===== src/rtl/pwm_pkg.sv =====
// Shared types, widths and helpers for the PWM H-bridge driver.
package pwm_pkg;

  localparam int DUTY_W = 16;

  typedef enum logic [1:0] {
    IDLE,
    RUN,
    DEAD
  } pwm_state_t;

  // Magnitude of a signed 16-bit request; -32768 saturates to 32767.
  function automatic logic [DUTY_W-1:0] sat_abs16(input logic signed [DUTY_W-1:0] v);
    logic [DUTY_W-1:0] mag;
    if (v == {1'b1, {(DUTY_W-1){1'b0}}}) begin
      mag = {1'b0, {(DUTY_W-1){1'b1}}};
    end else if (v[DUTY_W-1]) begin
      mag = -v;
    end else begin
      mag = v;
    end
    return mag;
  endfunction

endpackage


===== src/rtl/pwm_hbridge_driver_if.sv =====
// Request/status bundle between the PID side and one H-bridge driver channel.
// SLEW_LIMIT_EN adds the slew_step request field.
interface pwm_hbridge_driver_if;
  import pwm_pkg::*;

  logic                     enable;
  logic signed [DUTY_W-1:0] pwm_ref;
  logic        [DUTY_W-1:0] duty_max;
`ifdef SLEW_LIMIT_EN
  logic        [DUTY_W-1:0] slew_step;
`endif
  logic                     pwm_a;
  logic                     pwm_b;
  logic                     dir;
  logic                     period_start;
  logic                     deadtime;

  modport master (
    output enable, pwm_ref, duty_max,
`ifdef SLEW_LIMIT_EN
    output slew_step,
`endif
    input  pwm_a, pwm_b, dir, period_start, deadtime
  );

  modport slave (
    input  enable, pwm_ref, duty_max,
`ifdef SLEW_LIMIT_EN
    input  slew_step,
`endif
    output pwm_a, pwm_b, dir, period_start, deadtime
  );
endinterface


===== src/rtl/pwm_period_counter.sv =====
// PWM period counter: counts 0..PERIOD_CNT-1 while running, held at 0 otherwise.
// period_start is registered so it lines up with the registered PWM legs.
module pwm_period_counter
  import pwm_pkg::*;
#(
  parameter int PERIOD_CNT = 2500
) (
  input  logic              clock,
  input  logic              reset,
  input  logic              i_run,
  output logic [DUTY_W-1:0] o_cnt,
  output logic              o_boundary,
  output logic              o_period_start
);

  localparam logic [DUTY_W-1:0] LP_LAST = DUTY_W'(PERIOD_CNT - 1);

  logic [DUTY_W-1:0] r_cnt;
  logic              r_period_start;

  // Free-running wrap counter plus start-of-period pulse.
  always_ff @(posedge clock or posedge reset) begin
    if (reset) begin
      r_cnt          <= '0;
      r_period_start <= 1'b0;
    end else if (!i_run) begin
      r_cnt          <= '0;
      r_period_start <= 1'b0;
    end else begin
      r_period_start <= (r_cnt == '0);
      r_cnt          <= (r_cnt == LP_LAST) ? '0 : r_cnt + 1'b1;
    end
  end

  assign o_cnt          = r_cnt;
  assign o_boundary     = i_run && (r_cnt == LP_LAST);
  assign o_period_start = r_period_start;

endmodule


===== src/rtl/pwm_hbridge_driver.sv =====
// H-bridge PWM driver: edge-aligned PWM, per-period duty buffer, dead-time on reversal.
// SLEW_LIMIT_EN: applied duty ramps by at most slew_step per period; reversals ramp to 0 first.
module pwm_hbridge_driver
  import pwm_pkg::*;
#(
  parameter int PERIOD_CNT   = 2500,
  parameter int DEADTIME_CNT = 50
) (
  input  logic                 clock,
  input  logic                 reset,
  pwm_hbridge_driver_if.slave  bus
);

  localparam logic [DUTY_W-1:0] LP_PERIOD = DUTY_W'(PERIOD_CNT);
  localparam logic [DUTY_W-1:0] LP_DEAD   = DUTY_W'(DEADTIME_CNT);

  pwm_state_t        r_state, w_next;
  logic [DUTY_W-1:0] r_duty, r_dead;
  logic              r_dir, r_pend_dir, r_pwm_a, r_pwm_b;
  logic [DUTY_W-1:0] w_cnt, w_abs, w_ceil, w_mag, w_new_duty;
  logic              w_run, w_boundary, w_period_start;
  logic              w_req_dir, w_rev, w_enter_dead;

  assign w_run = bus.enable && (r_state != IDLE);

  pwm_period_counter #(.PERIOD_CNT(PERIOD_CNT)) u_counter (
    .clock          (clock),
    .reset          (reset),
    .i_run          (w_run),
    .o_cnt          (w_cnt),
    .o_boundary     (w_boundary),
    .o_period_start (w_period_start)
  );

  // Boundary-sample request: saturated magnitude, clamped ceiling, requested direction.
  always_comb begin
    w_abs     = sat_abs16(bus.pwm_ref);
    w_ceil    = (bus.duty_max < LP_PERIOD) ? bus.duty_max : LP_PERIOD;
    w_mag     = (w_abs < w_ceil) ? w_abs : w_ceil;
    w_req_dir = ~bus.pwm_ref[DUTY_W-1];
    w_rev     = (w_req_dir != r_dir) && (w_mag != '0);
  end

`ifdef SLEW_LIMIT_EN
  logic [DUTY_W-1:0] w_goal, w_down_gap;
  logic [DUTY_W:0]   w_up;

  // Reversals slew toward zero in the current direction; DEAD is only entered from zero duty.
  always_comb begin
    w_goal     = w_rev ? '0 : w_mag;
    w_up       = {1'b0, r_duty} + {1'b0, bus.slew_step};
    w_down_gap = r_duty - w_goal;
    if (r_duty < w_goal) begin
      w_new_duty = (w_up > {1'b0, w_goal}) ? w_goal : w_up[DUTY_W-1:0];
    end else begin
      w_new_duty = (w_down_gap > bus.slew_step) ? r_duty - bus.slew_step : w_goal;
    end
  end

  assign w_enter_dead = w_rev && (r_duty == '0);
`else
  assign w_new_duty   = w_mag;
  assign w_enter_dead = w_rev;
`endif

  // Next-state logic; enable low overrides every transition.
  always_comb begin
    w_next = r_state;
    unique case (r_state)
      IDLE:    if (bus.enable) w_next = RUN;
      RUN:     if (w_boundary && w_enter_dead) w_next = DEAD;
      DEAD:    if (r_dead == DUTY_W'(1)) w_next = RUN;
      default: w_next = IDLE;
    endcase
    if (!bus.enable) w_next = IDLE;
  end

  // State register, duty buffer, dead counter, direction and registered legs.
  always_ff @(posedge clock or posedge reset) begin
    if (reset) begin
      r_state    <= IDLE;
      r_duty     <= '0;
      r_dead     <= '0;
      r_dir      <= 1'b1;
      r_pend_dir <= 1'b1;
      r_pwm_a    <= 1'b0;
      r_pwm_b    <= 1'b0;
    end else begin
      r_state <= w_next;
      r_pwm_a <= bus.enable && (r_state == RUN) &&  r_dir && (w_cnt < r_duty);
      r_pwm_b <= bus.enable && (r_state == RUN) && !r_dir && (w_cnt < r_duty);
      if (!bus.enable) begin
        r_duty <= '0;
      end else begin
        unique case (r_state)
          IDLE: r_duty <= '0;
          RUN: begin
            if (w_boundary) begin
              if (w_enter_dead) begin
                r_duty     <= '0;
                r_dead     <= LP_DEAD;
                r_pend_dir <= w_req_dir;
              end else begin
                r_duty <= w_new_duty;
              end
            end
          end
          DEAD: begin
            r_dead <= r_dead - 1'b1;
            if (r_dead == DUTY_W'(1)) r_dir <= r_pend_dir;
          end
          default: r_duty <= '0;
        endcase
      end
    end
  end

  assign bus.pwm_a        = r_pwm_a;
  assign bus.pwm_b        = r_pwm_b;
  assign bus.dir          = r_dir;
  assign bus.period_start = w_period_start;
  assign bus.deadtime     = (r_state == DEAD);

endmodule


===== src/flat_wrapper.sv =====
// flat-port wrapper written by rule: the top's interface ports become plain ports
module pwm_hbridge_driver_flat import pwm_pkg::*;
#(
  parameter int PERIOD_CNT   = 2500,
  parameter int DEADTIME_CNT = 50
)
  (clock, reset, bus_enable, bus_pwm_ref, bus_duty_max, bus_pwm_a, bus_pwm_b, bus_dir, bus_period_start, bus_deadtime);
  pwm_hbridge_driver_if bus_i ();
  input  logic clock;
  input  logic reset;
  input wire logic [$bits(bus_i.enable)-1:0] bus_enable;
  input wire logic [$bits(bus_i.pwm_ref)-1:0] bus_pwm_ref;
  input wire logic [$bits(bus_i.duty_max)-1:0] bus_duty_max;
  output wire logic [$bits(bus_i.pwm_a)-1:0] bus_pwm_a;
  output wire logic [$bits(bus_i.pwm_b)-1:0] bus_pwm_b;
  output wire logic [$bits(bus_i.dir)-1:0] bus_dir;
  output wire logic [$bits(bus_i.period_start)-1:0] bus_period_start;
  output wire logic [$bits(bus_i.deadtime)-1:0] bus_deadtime;
  assign bus_i.enable = bus_enable;
  assign bus_i.pwm_ref = bus_pwm_ref;
  assign bus_i.duty_max = bus_duty_max;
  assign bus_pwm_a = bus_i.pwm_a;
  assign bus_pwm_b = bus_i.pwm_b;
  assign bus_dir = bus_i.dir;
  assign bus_period_start = bus_i.period_start;
  assign bus_deadtime = bus_i.deadtime;
  pwm_hbridge_driver #(.PERIOD_CNT(PERIOD_CNT), .DEADTIME_CNT(DEADTIME_CNT)) u_core (.clock(clock), .reset(reset), .bus(bus_i));
endmodule

===== config.mk =====
export PLATFORM = sky130hd
export DESIGN_NAME = pwm_hbridge_driver_flat
export DESIGN_NICKNAME = d
export VERILOG_FILES = /design/src/rtl/pwm_pkg.sv /design/src/rtl/pwm_hbridge_driver_if.sv /design/src/rtl/pwm_period_counter.sv /design/src/rtl/pwm_hbridge_driver.sv /design/src/flat_wrapper.sv
export SDC_FILE = /design/constraint.sdc
export NUM_CORES = 1
export LEC_CHECK = 0
export ABC_AREA = 1
export CAP_MARGIN = 25
export CORE_ASPECT_RATIO = 0.8
export CORE_MARGIN = 2
export CORE_UTILIZATION = 52
export CTS_CLUSTER_SIZE = 12
export DETAILED_ROUTE_END_ITERATION = 10
export GPL_ROUTABILITY_DRIVEN = 0
export PLACE_DENSITY_LB_ADDON = 0.15
export RECOVER_POWER = 25
export SLEW_MARGIN = 20
export SYNTH_ARGS = -nofsm -noshare
export SYNTH_HDL_FRONTEND = slang
export SYNTH_HIERARCHICAL = 1
export SYNTH_SLANG_ARGS = --single-unit

===== constraint.sdc =====
create_clock -name clock -period 2.09 [get_ports clock]
set_input_delay 0.418 -clock clock [delete_from_list [all_inputs] [get_ports clock]]
set_output_delay 0.418 -clock clock [all_outputs]
set_load 0.02 [all_outputs]

Word level (Yosys, flattened, before mapping) --
Index checks and enable logic that the tools add are counted. W data, S select, Z words.
Storage, ports and cells: memories 0, bits in read-only memories 0, logic and storage cells 66, output and inout port bits 5, input bits 35, bits in latches 0, register bits 55, memory bits (writable) 0
Cells by class: mux-type cells 18, shifts and indexed selects 0, bitwise gates (word level) 1, add/sub/neg operators 3, $lt $le $gt $ge 3, reduce and logical (&&, ||, !) cells 20, eq/ne operators 12, $mul 0, div/mod/pow operators 0
Operators with widths (number):
- $mux W16 | 11
- $pmux W16 S2 | 2
- $lt A16 B16 Y1 | 2
- $add A16 B1 Y16 const B | 1
- $eq A16 B1 Y1 const B | 1
- $eq A16 B12 Y1 const B | 1
- $eq A16 B16 Y1 const B | 1
- $logic_not A16 Y1 | 1
- $lt A16 B12 Y1 const B | 1
- $neg A16 Y16 | 1
- $reduce_bool A16 Y1 | 1
- $sub A16 B1 Y16 const B | 1
- $logic_and A1 B1 Y1 | 9
- $ne A3 B2 Y1 const B | 3
- $reduce_and A4 Y1 | 2
- $mux W2 | 3
- $pmux W2 S3 | 1
- $ne A2 B1 Y1 const B | 2
- $reduce_and A2 Y1 | 2
- $reduce_bool A2 Y1 | 2
- $reduce_and A3 Y1 | 1
- $eq A2 B1 Y1 const B | 1
- $eq A2 B2 Y1 const B | 1
- $logic_not A2 Y1 | 1
- 5 further kinds | 5

Logic depth before layout (Yosys ltp) --
word-level depth 11, mapped depth 32, mapped depth without buffers 30

Hierarchy --
The synthesis kept the hierarchy.
Modules (own cells, without submodules):
- pwm_hbridge_driver | cells each 531, instances 1, area an instance 3510.9 um2
- pwm_period_counter | cells each 133, instances 1, area an instance 980.9 um2

Worst setup path before layout --
No wires, ideal clock.
path type input -> register, from in bus_pwm_ref[0], to reg u_core.r_dead[0], slack -1.494 ns, stages on the path 28, required time 1.973 ns, buffers on the path 2, arrival 3.467 ns, library setup time 0.117 ns, cells stage by stage inv_1 ha_1 nand2_1 nor2_1 inv_1 nor2_1 inv_1 nor2_2 inv_2 o21ai_0 a21oi_1 inv_1 ha_1 nand2_1 nor2_1 a211oi_1 o221a_2 buf_2 nand3_1 nand2_1 nand3_1 nor2_1 nand2_2 nand2_2 nand2_4 buf_2 nand4_1 nand2_1
Between the ends: cells in the longest elaborated chain, start to end 9, elaborated cells on any way between the ends 10, classes of those cells add/sub: 1; order compare: 1; eq/ne: 2; mux: 3; reduce/logical: 3
Ends and longest elaborated chain:
- start, declared | RTL line flat_wrapper.sv:12 | input wire logic [$bits(bus_i.pwm_ref)-1:0] bus_pwm_ref;
- $neg A16 Y16 | RTL line pwm_pkg.sv:18 | mag = -v;
- $mux W16 | RTL line pwm_pkg.sv:17 | end else if (v[DUTY_W-1]) begin
- $mux W16 * | RTL line pwm_pkg.sv:15 | if (v == {1'b1, {(DUTY_W-1){1'b0}}}) begin
- $lt A16 B16 Y1 | RTL line pwm_hbridge_driver.sv:39 | w_mag = (w_abs < w_ceil) ? w_abs : w_ceil;
- $mux W16 * | RTL line pwm_hbridge_driver.sv:39
- $reduce_bool A16 Y1 * | RTL line pwm_hbridge_driver.sv:41 | w_rev = (w_req_dir != r_dir) && (w_mag != '0);
- $logic_and A1 B1 Y1 * | RTL line pwm_hbridge_driver.sv:41
- $ne A2 B1 Y1 (no source line) *
- $reduce_and A4 Y1 (no source line) *
- end signal, assigned | RTL line pwm_hbridge_driver.sv:109 | r_dead <= r_dead - 1'b1;
- end, declared | RTL line pwm_hbridge_driver.sv:18 | logic [DUTY_W-1:0] r_duty, r_dead;
Mark *: on every way between the ends. The rest lies on a longest branch, timed or not. A chain may end at the register's enable or synchronous reset.

Final worst setup path --
from in bus_duty_max[8], to reg u_core.r_duty[4]
Between the ends: cells in the longest elaborated chain, start to end 10
Ends and longest elaborated chain:
- start, declared | RTL line flat_wrapper.sv:13 | input wire logic [$bits(bus_i.duty_max)-1:0] bus_duty_max;
- $lt A16 B12 Y1 | RTL line pwm_hbridge_driver.sv:38 | w_ceil = (bus.duty_max < LP_PERIOD) ? bus.duty_max : LP_PERIOD;
- $mux W16 * | RTL line pwm_hbridge_driver.sv:38
- $lt A16 B16 Y1 | RTL line pwm_hbridge_driver.sv:39
- $mux W16 * | RTL line pwm_hbridge_driver.sv:39
- $reduce_bool A16 Y1 | RTL line pwm_hbridge_driver.sv:41
- $logic_and A1 B1 Y1 | RTL line pwm_hbridge_driver.sv:41
- $mux W16 * | RTL line pwm_hbridge_driver.sv:99 | if (w_enter_dead) begin
- $mux W16 * | RTL line pwm_hbridge_driver.sv:98 | if (w_boundary) begin
- $pmux W16 S2 * | RTL line pwm_hbridge_driver.sv:95 | unique case (r_state)
- $mux W16 * | RTL line pwm_hbridge_driver.sv:92 | if (!bus.enable) begin
- end signal, assigned | RTL line pwm_hbridge_driver.sv:104 | r_duty <= w_new_duty;
- end, declared | RTL line pwm_hbridge_driver.sv:18
Mark *: on every way between the ends. The rest lies on a longest branch, timed or not. The select of a mux whose other input is x is not followed.

==> reports/summary.txt <==
Vias after detailed routing: 5872
Setup tns final: -59070 ps
Crit path top cell by count: nand2_1
Core box area: 8450 µm²
Cell variety after synth: 38
Post-detailed-placement half-perimeter wirelength: 10.1 mm
Die Wd: 108 µm
Final Cycle Share: 185%
Status: complete, but fails checks
Sequential area share after synthesis: 30.7%
Antenna Nets Post-Route: 0
DR vias/cell: 5.89
Die area: 9400 µm²
Final worst path period need: 3870 ps
Final wirelength: 18.8 mm
TritonCTS Buffers: 5
Sw power: 0.00207 W
Die height: 87.1 µm
Clk_lat worst skew: 320 ps
Nets: 958
Failing checks: setup timing
Setup violators final: 35
Internal power: 0.00277 W
Worst path required time: 2300 ps
Crit path DAT: 4090 ps
Root Driver: clkbuf_8
I/O pins: 40
RSZ-0062 raised after global routing: true
Hold wc startpoint: u_core/r_pend_dir
VDD IR max: 0.000600 V
CP max-delay cell: clkdlybuf4s50_1
Gr usage total: 32.8%
Sw Share: 42.8%
Residual DRC: 0
Pwr Total: 0.00485 W
Initial Util: 53.2%
Syn Inst Count: 664
Area Growth Syn to Fin: 59.4%
Clock Pin Slew Worst Setup and Hold Paths: 110 ps
Slew Limit Fails: 0
CTS tree: built
FF-to-FF Start: u_core/u_counter/o_cnt[3]
Avg Inst Size Synth: 6.76 µm²
Post-synthesis cell area: 4490 µm²
Clock power share: 15.8%
Fmax: 258 MHz
Worst Setup Slack, final: -1780 ps
Setup CP Type: input port to flop
Global-route wire length before repair: 24.4 mm
Total gr overflow: 0
CTS H-tree depth: 2
Most common cell after layout, fill and taps aside: buf_4
Startpoint Class: input port
Ys Warns: 6
Clk buf depth: 2
Max_cap viols: 0
Dpl ws: -2300 ps
IO buf count: 39
Post-synthesis register bit count: 55
Comb power frac: 56.7%
Layout cells sized above 1: 36.2%
Most frequent cells in the layout: buf_4 (167), nand2_1 (144), nor2_1 (97)
DR iter-0 viols: 756
Max transition margin: 32.3%
Clk sinks: 55
Initial antenna violation count: 0
Vias in the first global route: 5191
Worst-margin pin slew: 1020 ps
Fillers: 453
Critical Path End Type: flop
WL/cell: 18.9 µm
Hold Vio Cnt, Final: 0
CP peak stage delay: 500 ps
Worst Setup SP: bus_duty_max[8]
Power per cell area: 677 nW/µm²
Leakage: 3.58 nW
1st-pass router iterations: 6
Placed cell area: 6040 µm²
Seq pwr share: 27.5%
Largest net degree at the start of global routing: 39
HP Class: flop to flop
Post-route cell area: 7160 µm²
CP Max Fanout: 11
# rows: 30
Clock skew: 15.8 ps
Ant. Diodes: 0
-- metrics by stage --
stage,hold WS [ps],std cells,utilization (%)
floorplan,344,667,-
global placement,459,940,71.6
detailed placement,475,940,71.6
CTS,493,981,77.8
global route,512,997,84.8
finish,491,997,84.8
-- logic make-up after synthesis --
| group | count (synthesis) | synth area share, % |
|---|---|---|
| flops | 55 | 30.7 |
| buf+inv | 98 | 8.77 |
| xor+xnor | 23 | 4.48 |
| simple gates | 389 | 37.8 |
| fa+ha+maj | 39 | 10.9 |
| compound gates | 59 | 7.27 |
| other cells | 1 | 0.0835 |
-- worst max-delay path, delay by kind of cell --
family,cells,cell delay (ps)
AO/OA/AOI/OAI,2,290
buffers and inverters,7,1270
AND/OR/NAND/NOR,17,1820
adder cells (fa/ha/maj),1,270
-- state kept, by name, summed over array words and instances (netlist names) --
name,flops
u_core/bus.pwm_a,1
u_core/u_counter/o_period_start,1
u_core/bus.dir,1
u_core/r_duty,16
u_core/r_dead,16
u_core/r_state,2
u_core/bus.pwm_b,1
u_core/r_pend_dir,1
u_core/u_counter/o_cnt,16
-- area by class of cell --
cell class / instances / area, µm² / area share (%)
repair buffers: 219 / 1820 / 25.4
flip-flops and latches: 55 / 1380 / 19.3
inverters: 85 / 342 / 4.77
multi-input cells: 518 / 3370 / 47.0
well taps: 112 / 140 / 1.96
clock inverters: 2 / 35.0 / 0.489
clock buffers: 6 / 82.6 / 1.15
-- cell usage after synthesis (all sizes together) --
cell     instances  area share [%]
a2111oi          1            0.20
a211oi           4            0.67
a21oi           20             2.2
and3             1            0.14
buf              7             1.2
clkbuf           6            0.50
clkinv           2            0.17
conb             1           0.083
dfrtp           53              30
dfstp            2             1.2
ha              39              11
inv             83             6.9
nand2          181              16
nand3           42             5.1
nand3b           3            0.50
nand4           26             3.6
nor2           123              11
nor3             7            0.78
nor4             4            0.56
o211ai           1            0.17
o21a             1            0.17
o21ai           26             2.9
o221a            1            0.25
o22ai            5            0.70
or2              1            0.14
or4              1            0.17
xnor2           11             2.1
xor2            12             2.3
-- metal layers --
layer / global-route usage, % / up-vias / share of wire, %
met5: 0 / - / 0
met4: 9.67 / 0 / 6.0
met3: 6.58 / 148 / 9.7
met2: 54.1 / 424 / 47
met1: 43.7 / 2723 / 37
li1: - / 2577 / -
-- worst paths after layout --
path / endpoint / slack [ps] / depth (start not counted)
setup / recovery: u_core/r_duty[4] / -1780 / 27
hold / removal: u_core/r_pend_dir / 490 / 2
setup reg to reg: u_core/r_duty[4] / -370 / 13
hold reg to reg: u_core/r_pend_dir / 490 / 2
max in group asynchronous: u_core/r_dead[5] / 600 / 3
min in group asynchronous: u_core/u_counter/o_cnt[0] / 650 / 2
-- timing repair --
action / in CTS / in global routing
resized for setup: 66 / 104
setup endpoints to repair: 37 / 38
gates cloned: 5 / 1
hold buffers: 0 / 0
pin swaps: 41 / 35
setup buffers: 28 / 16
-- power groups by stage --
| stage | Sequential [W] | Clock, W | Combinational [W] |
|---|---|---|---|
| global placement | 0.00133 | 0 | 0.00203 |
| global route | 0.00135 | 0.000807 | 0.00294 |
| detailed placement | 0.00134 | 0 | 0.00210 |
| CTS | 0.00132 | 0.000763 | 0.00234 |
| floorplan | 0.00137 | 0 | 0.00123 |
| finish | 0.00133 | 0.000764 | 0.00275 |
No activity file was read; power rests on OpenSTA's default activity.
